### src/rtl/display_scan_ctrl.sv
// display_scan_ctrl: scan controller for an N-digit 7-segment display sharing one
// 5-bit-code segment decoder; double-buffered code registers, blanking gap per digit.
// Ports: clk, reset (sync, active-high), en, wr_en/wr_addr/wr_data (shadow write),
//   commit (shadow->active at next frame wrap), seg_code, dig_sel (active-low),
//   frame_done (1-cycle pulse after wrap), busy_commit (commit pending).
// Optional: define DISP_BLINK_EN to add blink_mask[N_DIGITS-1:0] and a blink phase
//   that toggles every BLINK_DIV frames; masked digits stay dark while phase=1.
module display_scan_ctrl #(
    parameter int N_DIGITS = 4,
    parameter int DIV      = 50000,
    parameter int BLANK    = 16,
`ifdef DISP_BLINK_EN
    parameter int BLINK_DIV = 25,
`endif
    localparam int AW = (N_DIGITS > 1) ? $clog2(N_DIGITS) : 1
) (
    input  logic                clk,
    input  logic                reset,
    input  logic                en,
    input  logic                wr_en,
    input  logic [AW-1:0]       wr_addr,
    input  logic [4:0]          wr_data,
    input  logic                commit,
`ifdef DISP_BLINK_EN
    input  logic [N_DIGITS-1:0] blink_mask,
`endif
    output logic [4:0]          seg_code,
    output logic [N_DIGITS-1:0] dig_sel,
    output logic                frame_done,
    output logic                busy_commit
);

    localparam int CMAX = (DIV > BLANK) ? DIV : BLANK;
    localparam int CW   = $clog2(CMAX) + 1;

    typedef enum logic {S_BLANK, S_SHOW} state_t;

    state_t                state_q;
    logic [CW-1:0]         cnt_q;
    logic [AW-1:0]         idx_q;
    logic [4:0]            shadow_q [N_DIGITS];
    logic [4:0]            active_q [N_DIGITS];
    logic                  pend_q;
    logic                  frame_done_q;
    logic [4:0]            seg_q;
    logic [N_DIGITS-1:0]   dig_q;

    logic                  blank_end;
    logic                  show_end;
    logic                  last_dig;
    logic                  wrap;
    logic                  copy;
    logic                  wr_ok;
    logic [AW-1:0]         idx_nx;
    logic [4:0]            seg_nx;
    logic [N_DIGITS-1:0]   show_sel;

`ifdef DISP_BLINK_EN
    localparam int BW = $clog2(BLINK_DIV) + 1;
    logic          phase_q;
    logic [BW-1:0] bcnt_q;

    always_ff @(posedge clk) begin
        if (reset) begin
            phase_q <= 1'b0;
            bcnt_q  <= '0;
        end else if (wrap) begin
            if (bcnt_q == BW'(BLINK_DIV - 1)) begin
                bcnt_q  <= '0;
                phase_q <= ~phase_q;
            end else begin
                bcnt_q <= bcnt_q + 1'b1;
            end
        end
    end
`endif

    always_comb begin
        blank_end = (state_q == S_BLANK) && (cnt_q == CW'(BLANK - 1));
        show_end  = (state_q == S_SHOW) && (cnt_q == CW'(DIV - 1));
        last_dig  = (idx_q == AW'(N_DIGITS - 1));
        wrap      = en && show_end && last_dig;
        copy      = wrap && pend_q;
        wr_ok     = int'(wr_addr) < N_DIGITS;
        idx_nx    = last_dig ? '0 : idx_q + 1'b1;
        // The first BLANK cycle after a wrap must already show the copied code.
        seg_nx    = copy ? shadow_q[idx_nx] : active_q[idx_nx];
        show_sel  = '1;
        show_sel[idx_q] = 1'b0;
`ifdef DISP_BLINK_EN
        if (phase_q && blink_mask[idx_q]) show_sel = '1;
`endif
    end

    always_ff @(posedge clk) begin
        if (reset) begin
            for (int i = 0; i < N_DIGITS; i++) begin
                shadow_q[i] <= '0;
                active_q[i] <= '0;
            end
            pend_q       <= 1'b0;
            frame_done_q <= 1'b0;
            state_q      <= S_BLANK;
            cnt_q        <= '0;
            idx_q        <= '0;
            seg_q        <= '0;
            dig_q        <= '1;
        end else begin
            if (wr_en && wr_ok) shadow_q[wr_addr] <= wr_data;
            // Copy reads pre-edge shadow; a same-cycle write lands in shadow only.
            if (copy) begin
                for (int i = 0; i < N_DIGITS; i++) active_q[i] <= shadow_q[i];
            end
            // A commit seen in the wrap cycle survives the copy for the next frame.
            pend_q       <= copy ? commit : (pend_q | commit);
            frame_done_q <= wrap;
            if (!en) begin
                state_q <= S_BLANK;
                cnt_q   <= '0;
                idx_q   <= '0;
                dig_q   <= '1;
                seg_q   <= active_q[0];
            end else if (blank_end) begin
                state_q <= S_SHOW;
                cnt_q   <= '0;
                dig_q   <= show_sel;
            end else if (show_end) begin
                state_q <= S_BLANK;
                cnt_q   <= '0;
                idx_q   <= idx_nx;
                dig_q   <= '1;
                seg_q   <= seg_nx;
            end else begin
                cnt_q <= cnt_q + 1'b1;
                if (state_q == S_SHOW) dig_q <= show_sel;
                else seg_q <= active_q[idx_q];
            end
        end
    end

    assign seg_code    = seg_q;
    assign dig_sel     = dig_q;
    assign frame_done  = frame_done_q;
    assign busy_commit = pend_q;

endmodule

### config.mk
export PLATFORM = sky130hd
export DESIGN_NAME = display_scan_ctrl
export DESIGN_NICKNAME = d
export VERILOG_FILES = /design/src/rtl/display_scan_ctrl.sv
export SDC_FILE = /design/constraint.sdc
export NUM_CORES = 1
export LEC_CHECK = 0
export CORE_ASPECT_RATIO = 0.7
export CORE_MARGIN = 8
export CORE_UTILIZATION = 56
export CTS_BUF_LIST = sky130_fd_sc_hd__clkbuf_4 sky130_fd_sc_hd__clkbuf_8
export CTS_CLUSTER_DIAMETER = 120
export DETAILED_ROUTE_END_ITERATION = 10
export GPL_TIMING_DRIVEN = 1
export PLACE_DENSITY = 0.8
export SYNTH_ARGS = -nofsm -noshare
export SYNTH_HDL_FRONTEND = slang
export SYNTH_SLANG_ARGS = --single-unit
### constraint.sdc
create_clock -name clk -period 6.3 [get_ports clk]
set_clock_uncertainty 0.2 [all_clocks]
set_input_delay 0.63 -clock clk [delete_from_list [all_inputs] [get_ports clk]]
set_output_delay 0.63 -clock clk [all_outputs]
set_load 0.05 [all_outputs]
# == Word level (Yosys, flattened, before mapping) ==
# Memories as Yosys holds them, arrays and structs flattened. A register that Yosys moved wholly into a read port is not among the register bits.
# Index checks and enable logic that the tools add are counted.
# Widths: inputs -> output; s select.
# totals
regBits,31
latch_bits,0
ram_bits,40
romBits,0
inputBits,12
word_cells,71
memories,2
# memory_table
name,words,word_bits,rd,rd_ports_with_merged_regs,wr,line_no,rtl
active_q,4,5,3,1,4,42,logic [4:0] active_q [N_DIGITS];
shadow_q,4,5,5,0,4,41,logic [4:0] shadow_q [N_DIGITS];
# op_classes
n_addsub,2
multipliers,0
n_div,0
n_lt_le_gt_ge,2
eq_ne,5
shift,0
n_mux,31
n_bitwise,9
n_reduce_logical,13
# op_table
op,n
$mux 5,10
$add 17x1->17 const B,1
$eq 17x16->1 const B,1
$eq 17x4->1 const B,1
$mux 1,13
$mux 4,3
$mux 2,4
$logic_and 1x1->1,6
$or 1x1->1,5
$reduce_or 5->1,1
$not 4->4,1
$reduce_and 2->1,2
$reduce_or 4->1,1
$lt 2x3->1 const B,1
$ne 3x2->1 const B,1
$not 1->1,3
$reduce_bool 3->1,1
$add 2x1->2 const B,1
$demux 1 s2,1
$eq 2x2->1 const B,1
$ge 2x1->1 const B,1
$ne 2x2->1 const B,1
$reduce_bool 2->1,1
$reduce_or 2->1,1

# == Longest topological paths before layout ==
# Gate-level depths: netlist (run 1).
# depth
ltp_word,9
mapped_depth,7

# == Worst setup path before layout (run 1) ==
# OpenSTA, ideal clock, no wires.
# synth_path
path_type,register to register
startpoint,register cnt_q[5]
endpoint,memory active_q[0][0] (enable)
setup_ns,0.401
t_arrival_ns,2.453
required_time_ns,5.699
setup_slack_ns,3.246
stages_incl_launch_ff,6
n_path_buf,1
period_less_slack_ns,3.054
path_cell_list,dfxtp_1 > nor4_1 > nand2_1 > or4_1 > clkbuf_1 > o21bai_1
# synth_lines
item,line_no,rtl
start: declaration,39,logic [CW-1:0] cnt_q;
start signal: assignment,134,cnt_q <= cnt_q + 1'b1;
end: declaration,42,

==> results of run 1 <==
metal layers:
metal  vias up  track usage (%)  share of wire [%]
met2        78             22.9                 42
met5         -                0                  0
met4         0             5.17               0.98
met3         7             5.85                7.8
met1      1093             23.0                 49
li1       1139                -                  -
state kept, by name (all words and copies together), names as in the netlist, named ones only:
name         flops
shadow_q        20
frame_done       1
cnt_q           17
active_q        20
busy_commit      1
seg_code         5
dig_sel          4
state_q          1
idx_q            2
stage by stage:
step                      utilization (%)  total power [mW]  setup WS [ns]
after CTS                            67.0             0.964           3.40
after global placement               63.5             0.594           3.14
after global routing                 67.0             0.995           3.11
after floorplan                         -             0.570           3.25
final                                67.0             0.959           3.35
after detailed placement             63.5             0.597           3.07
cell type report:
type                       instances  share of cell area [%]
clock buffer                      11                    3.59
clock inverter                     5                    1.65
inverter                           8                   0.775
multi-input combinational        213                    37.4
sequential                        73                    48.1
tap                               75                    2.42
timing repair buffer              24                    6.07
worst max path at each step:
stage               cells after the start             end     start  slack [ns]
floorplan                               5  active_q[0][0]  cnt_q[5]        3.25
global placement                        4  active_q[3][4]        en        3.14
detailed placement                      4  active_q[1][3]        en        3.07
CTS                                     4  active_q[2][4]        en        3.40
global route                            6     seg_code[3]        en        3.11
finish                                  4  active_q[0][3]        en        3.35
kinds of logic after synthesis:
| group | count (synthesis) | synth area share [%] |
|---|---|---|
| multiplexers | 15 | 6.27 |
| AO/OA/AOI/OAI | 36 | 7.34 |
| AND/OR/NAND/NOR | 142 | 23.4 |
| buffers and inverters | 20 | 2.40 |
| flip-flops | 73 | 54.9 |
| XOR/XNOR | 15 | 3.87 |
| adder cells (fa/ha/maj) | 5 | 1.84 |
power groups by stage:
stage	Sequential (mW)	Clock (mW)	Combinational, mW
floorplan	0.547	0	0.0229
global placement	0.543	0	0.0516
detailed placement	0.544	0	0.0525
CTS	0.533	0.378	0.0526
global route	0.536	0.403	0.0569
finish	0.533	0.373	0.0522
layout by cell type, fill, tap and decap left out, types with 3 or more instances in the layout:
cell,Yosys,layout
nor4_1,4,4
nand3_1,7,7
nor4bb_1,5,5
nand4_1,4,4
clkdlybuf4s50_1,0,22
o21ai_0,15,15
a311oi_1,5,5
mux4_2,5,5
nand2_1,15,15
inv_1,8,8
xnor2_1,13,13
nor3_1,4,4
clkbuf_8,0,9
dfxtp_1,33,33
ha_1,5,5
or2_2,3,3
a21oi_1,8,8
mux2i_1,10,10
nor2_1,38,38
and2_1,40,40
and3_1,7,7
edfxtp_1,40,40
==> impl_metrics.ini, run 1 <==
[run_status]
status = finished, final reports clean

[routing]
wl_um = 6630
drt_iter0_drc = 194
antenna_left = 0
first_pass_iters = 4
wl_per_cell_um = 16.2
drcViolationCount = 0
vias = 2317
via_per_inst = 5.67

[clocking]
post_cts_buffers = 0
insertion_delay_ns = 0.34
cts_resized = 0
cts_tree = done
h-tree-depth = 3
cts.root.buffer_cell = clkbuf_8
numClockSinks = 73
postCtsHoldBufs = 0
clockBufferDepth = 2
clk_pin_slew_worst_paths_ns = 0.08
cts_buffers = 9

[flow_run]
cap_violations = 0

[timing]
rsz0062_at_grt = false
tightest_slew_ns = 0.841
drv_slew = 0
finalCriticalPeriod_ns = 2.95
finalSetupViolations = 0
hold_viol = 0
slew-limit-headroom_pct = 43.7
fin_crit_sh_pct = 46.8
fmax_mhz = 339
setup_tns_ns = 0
hold_ws_ns = 0.258

[synthesis]
yosys_warnings = 0
synth.distinct_cells = 40
ys_async_sr_fraction_pct = 0
synth_nets = 323
synth_area_mm2 = 0.00339
netlist.area_leader.share_pct = 35.4
ys.flop_type = edfxtp_1
synthCells = 306
synth_edf_count = 40
synth_common_cells = 40 x and2_1, 40 x edfxtp_1, 38 x nor2_1
ys_ff_latch = 73
seq_area_frac_synth_pct = 54.9
syn_area_per_cell_um2 = 11.1
yosys.area.top_type = edfxtp_1
synth_area_leaders = edfxtp_1 35%, dfxtp_1 19%, and2_1 7.4%

[power]
p_int_mw = 0.739
power.switching_mw = 0.220
p_leak_nw = 1.35
switching_share_pct = 23.0
power_frac_seq_pct = 55.6
ir_worst_vdd_mv = 0.178
power_frac_clock_pct = 38.9
p_per_area_mw_per_mm2 = 248
p_comb_share_pct = 5.4

[critical_path]
cpPeakStageDelay_ns = 0.75
critPathMaxFanout = 21
critical_path_buf_inv_count = 2
cp_data_required_time_ns = 6.13
cp_slowest_cell = clkdlybuf4s50_1
r2r_cells = 5
worst_setup_path_start_kind = input pin
r2r_start = cnt_q[10]
arrival_ns = 2.78
cp_cell_sequence = clkdlybuf4s50_1 > nand3_1 > o21bai_1 > buf_4
end_kind = register
r2r_setup_slack_ns = 3.52
critPathTopFamily = buffers and inverters
crit_type = input pin to register
worstReg2RegEnd = active_q[0][3]

[die]
start_util_pct = 58.7
design.die.area_mm2 = 0.00885
die_width_um = 109
rows = 23
fp.coreArea_mm2 = 0.00578
die_h_um = 81.1
io_pins = 23

[global_route]
grt_pass1_vias = 2216
grt_util_all_layers_pct = 16.4
grt_pass1_wl_um = 11200
grt_max_degree = 22
overflow = 0
antenna_found_initial = 0

[layout]
final_nets = 346
multiInputGateArea_mm2 = 0.00145
regArea_mm2 = 0.00186
n_antenna_cell = 0
drive_gt1_share_pct = 10.2
area_delta_synth_final_pct = 14.2
stdcell_count = 409
finish.instance_area_mm2 = 0.00387
nFillCells = 437

[min_path]
whs_endpoint = cnt_q[0]
hold_start = cnt_q[0]
min_path_cells = 1
hold_path.class = register to register

[place]
place_hpwl_um = 4850
place_congestion = 0.852
place_area_mm2 = 0.00367
dp_cells = 393
port_buffers = 22
No activity file was read; power rests on OpenSTA's default activity.
==> inputs of run 2 (changes only) <==
clock period = 3 ns   (was 6.3 ns; I/O delays follow)
==> run 2 against run 1 <==
First-iteration DRC count fell by 31%. Largest power group unchanged. Count of clock-buffer cells in the layout stayed put. Critical path depth grew 1. Clock power increased by 100%.
==> impl_metrics.ini, run 2 (synthesis results as in run 1) <==
[layout]
n_antenna_cell = 0
nFillCells = 425
final_core_util_pct = 68.2
finish.instance_area_mm2 = 0.00394
drive_gt1_share_pct = 12.8
final_nets = 356
mostFrequentLayoutCells = 40 x and2_1, 40 x edfxtp_1, 38 x nor2_1
stdcell_count = 419
area_delta_synth_final_pct = 16.2
largestRegisters = active_q (20), shadow_q (20), cnt_q (17)

[place]
dp_cells = 403
place_hpwl_um = 4820
place_congestion = 0.796
port_buffers = 22
place_area_mm2 = 0.00375

[routing]
wl_um = 6550
via_per_inst = 5.55
drt_iter0_drc = 134
first_pass_iters = 4
vias = 2325
antenna_left = 0
drcViolationCount = 0
wl_per_cell_um = 15.6

[clocking]
cts.root.buffer_cell = clkbuf_8
clockBufferDepth = 2
cts_tree = done
numClockSinks = 73
cts_resized = 0
cts_buffers = 9
post_cts_buffers = 0
h-tree-depth = 3
insertion_delay_ns = 0.34
clk_pin_slew_worst_paths_ns = 0.07
postCtsHoldBufs = 0

[die]
die_width_um = 109
fp.coreArea_mm2 = 0.00578
die_h_um = 81.1
io_pins = 23
design.die.area_mm2 = 0.00885
rows = 23
start_util_pct = 58.7

[timing]
rsz0062_at_grt = false
drv_slew = 0
hold_viol = 0
fin_crit_sh_pct = 86.0
fmax_mhz = 388
slew-limit-headroom_pct = 63.1
setup_tns_ns = 0
finalCriticalPeriod_ns = 2.58
finalSetupViolations = 0
tightest_slew_ns = 0.553

[min_path]
hold_path.class = register to register

[critical_path]
end_kind = register
cp_data_required_time_ns = 2.83
arrival_ns = 2.41
critPathMaxFanout = 20
crit_type = register to register
worst_setup_path_start_kind = register

[run_status]
status = finished, final reports clean

[global_route]
grt_max_degree = 22
grt_util_all_layers_pct = 15.7
grt_pass1_vias = 2258
overflow = 0
grt_pass1_wl_um = 10700
antenna_found_initial = 0

[power]
finalPower_mw = 1.99
p_leak_nw = 1.40
p_per_area_mw_per_mm2 = 504
ir_worst_vdd_mv = 0.289

[flow_run]
cap_violations = 0
## run 2: changes by cell type in the layout (fill, tap and decap cells not counted), sizes merged
cell	previous run	this run
buf	2	12
clkinv	1	2
inv	10	9
## run 2: worst max-delay path, cell delays in order (launching register included)
cell,delay (ns)
dfxtp_1,0.35
nor4_1,0.29
nand2_1,0.23
or4_1,0.73
o21bai_2,0.16
buf_4,0.28
## run 2: final timing paths
path | from | endpoint | slack, ns | cells past startpoint
worst min-delay path | cnt_q[0] | cnt_q[0] | 0.25 | 1
worst min register to register | cnt_q[0] | cnt_q[0] | 0.25 | 1
worst max register to register | cnt_q[10] | active_q[1][4] | 0.42 | 5
worst max-delay path | cnt_q[10] | active_q[1][4] | 0.42 | 5
## run 2: report_power, final
part	internal [mW]	switching (mW)	leakage [nW]
sequential	1.10	0.0243	0.652
clock	0.402	0.352	0.0982
combinational	0.0512	0.0628	0.650
## run 2: metal layers
metal	routed length, µm	global-route usage (%)
met1	3080	20.5
met2	2870	23.8
met3	524	5.69
met4	80	5.58
met5	0	0
## run 2: cell type report
type	count	area (µm²)	share of cell area, %
Clock buffer	11	139	3.52
Tap cell	75	93.8	2.38
Sequential cell	73	1860	47.2
Multi-Input combinational cell	213	1450	36.9
Clock inverter	5	55.1	1.40
Inverter	8	30.0	0.761
Timing Repair Buffer	34	310	7.87
## run 2: metrics by stage
| stage | setup WS [ns] | hold WS (ns) |
|---|---|---|
| final | 0.421 | 0.248 |
| after global routing | 0.299 | 0.284 |
| after CTS | 0.430 | 0.248 |
| after detailed placement | 0.447 | 0.231 |
| after global placement | 0.451 | 0.227 |
| after floorplan | 0.364 | 0.183 |
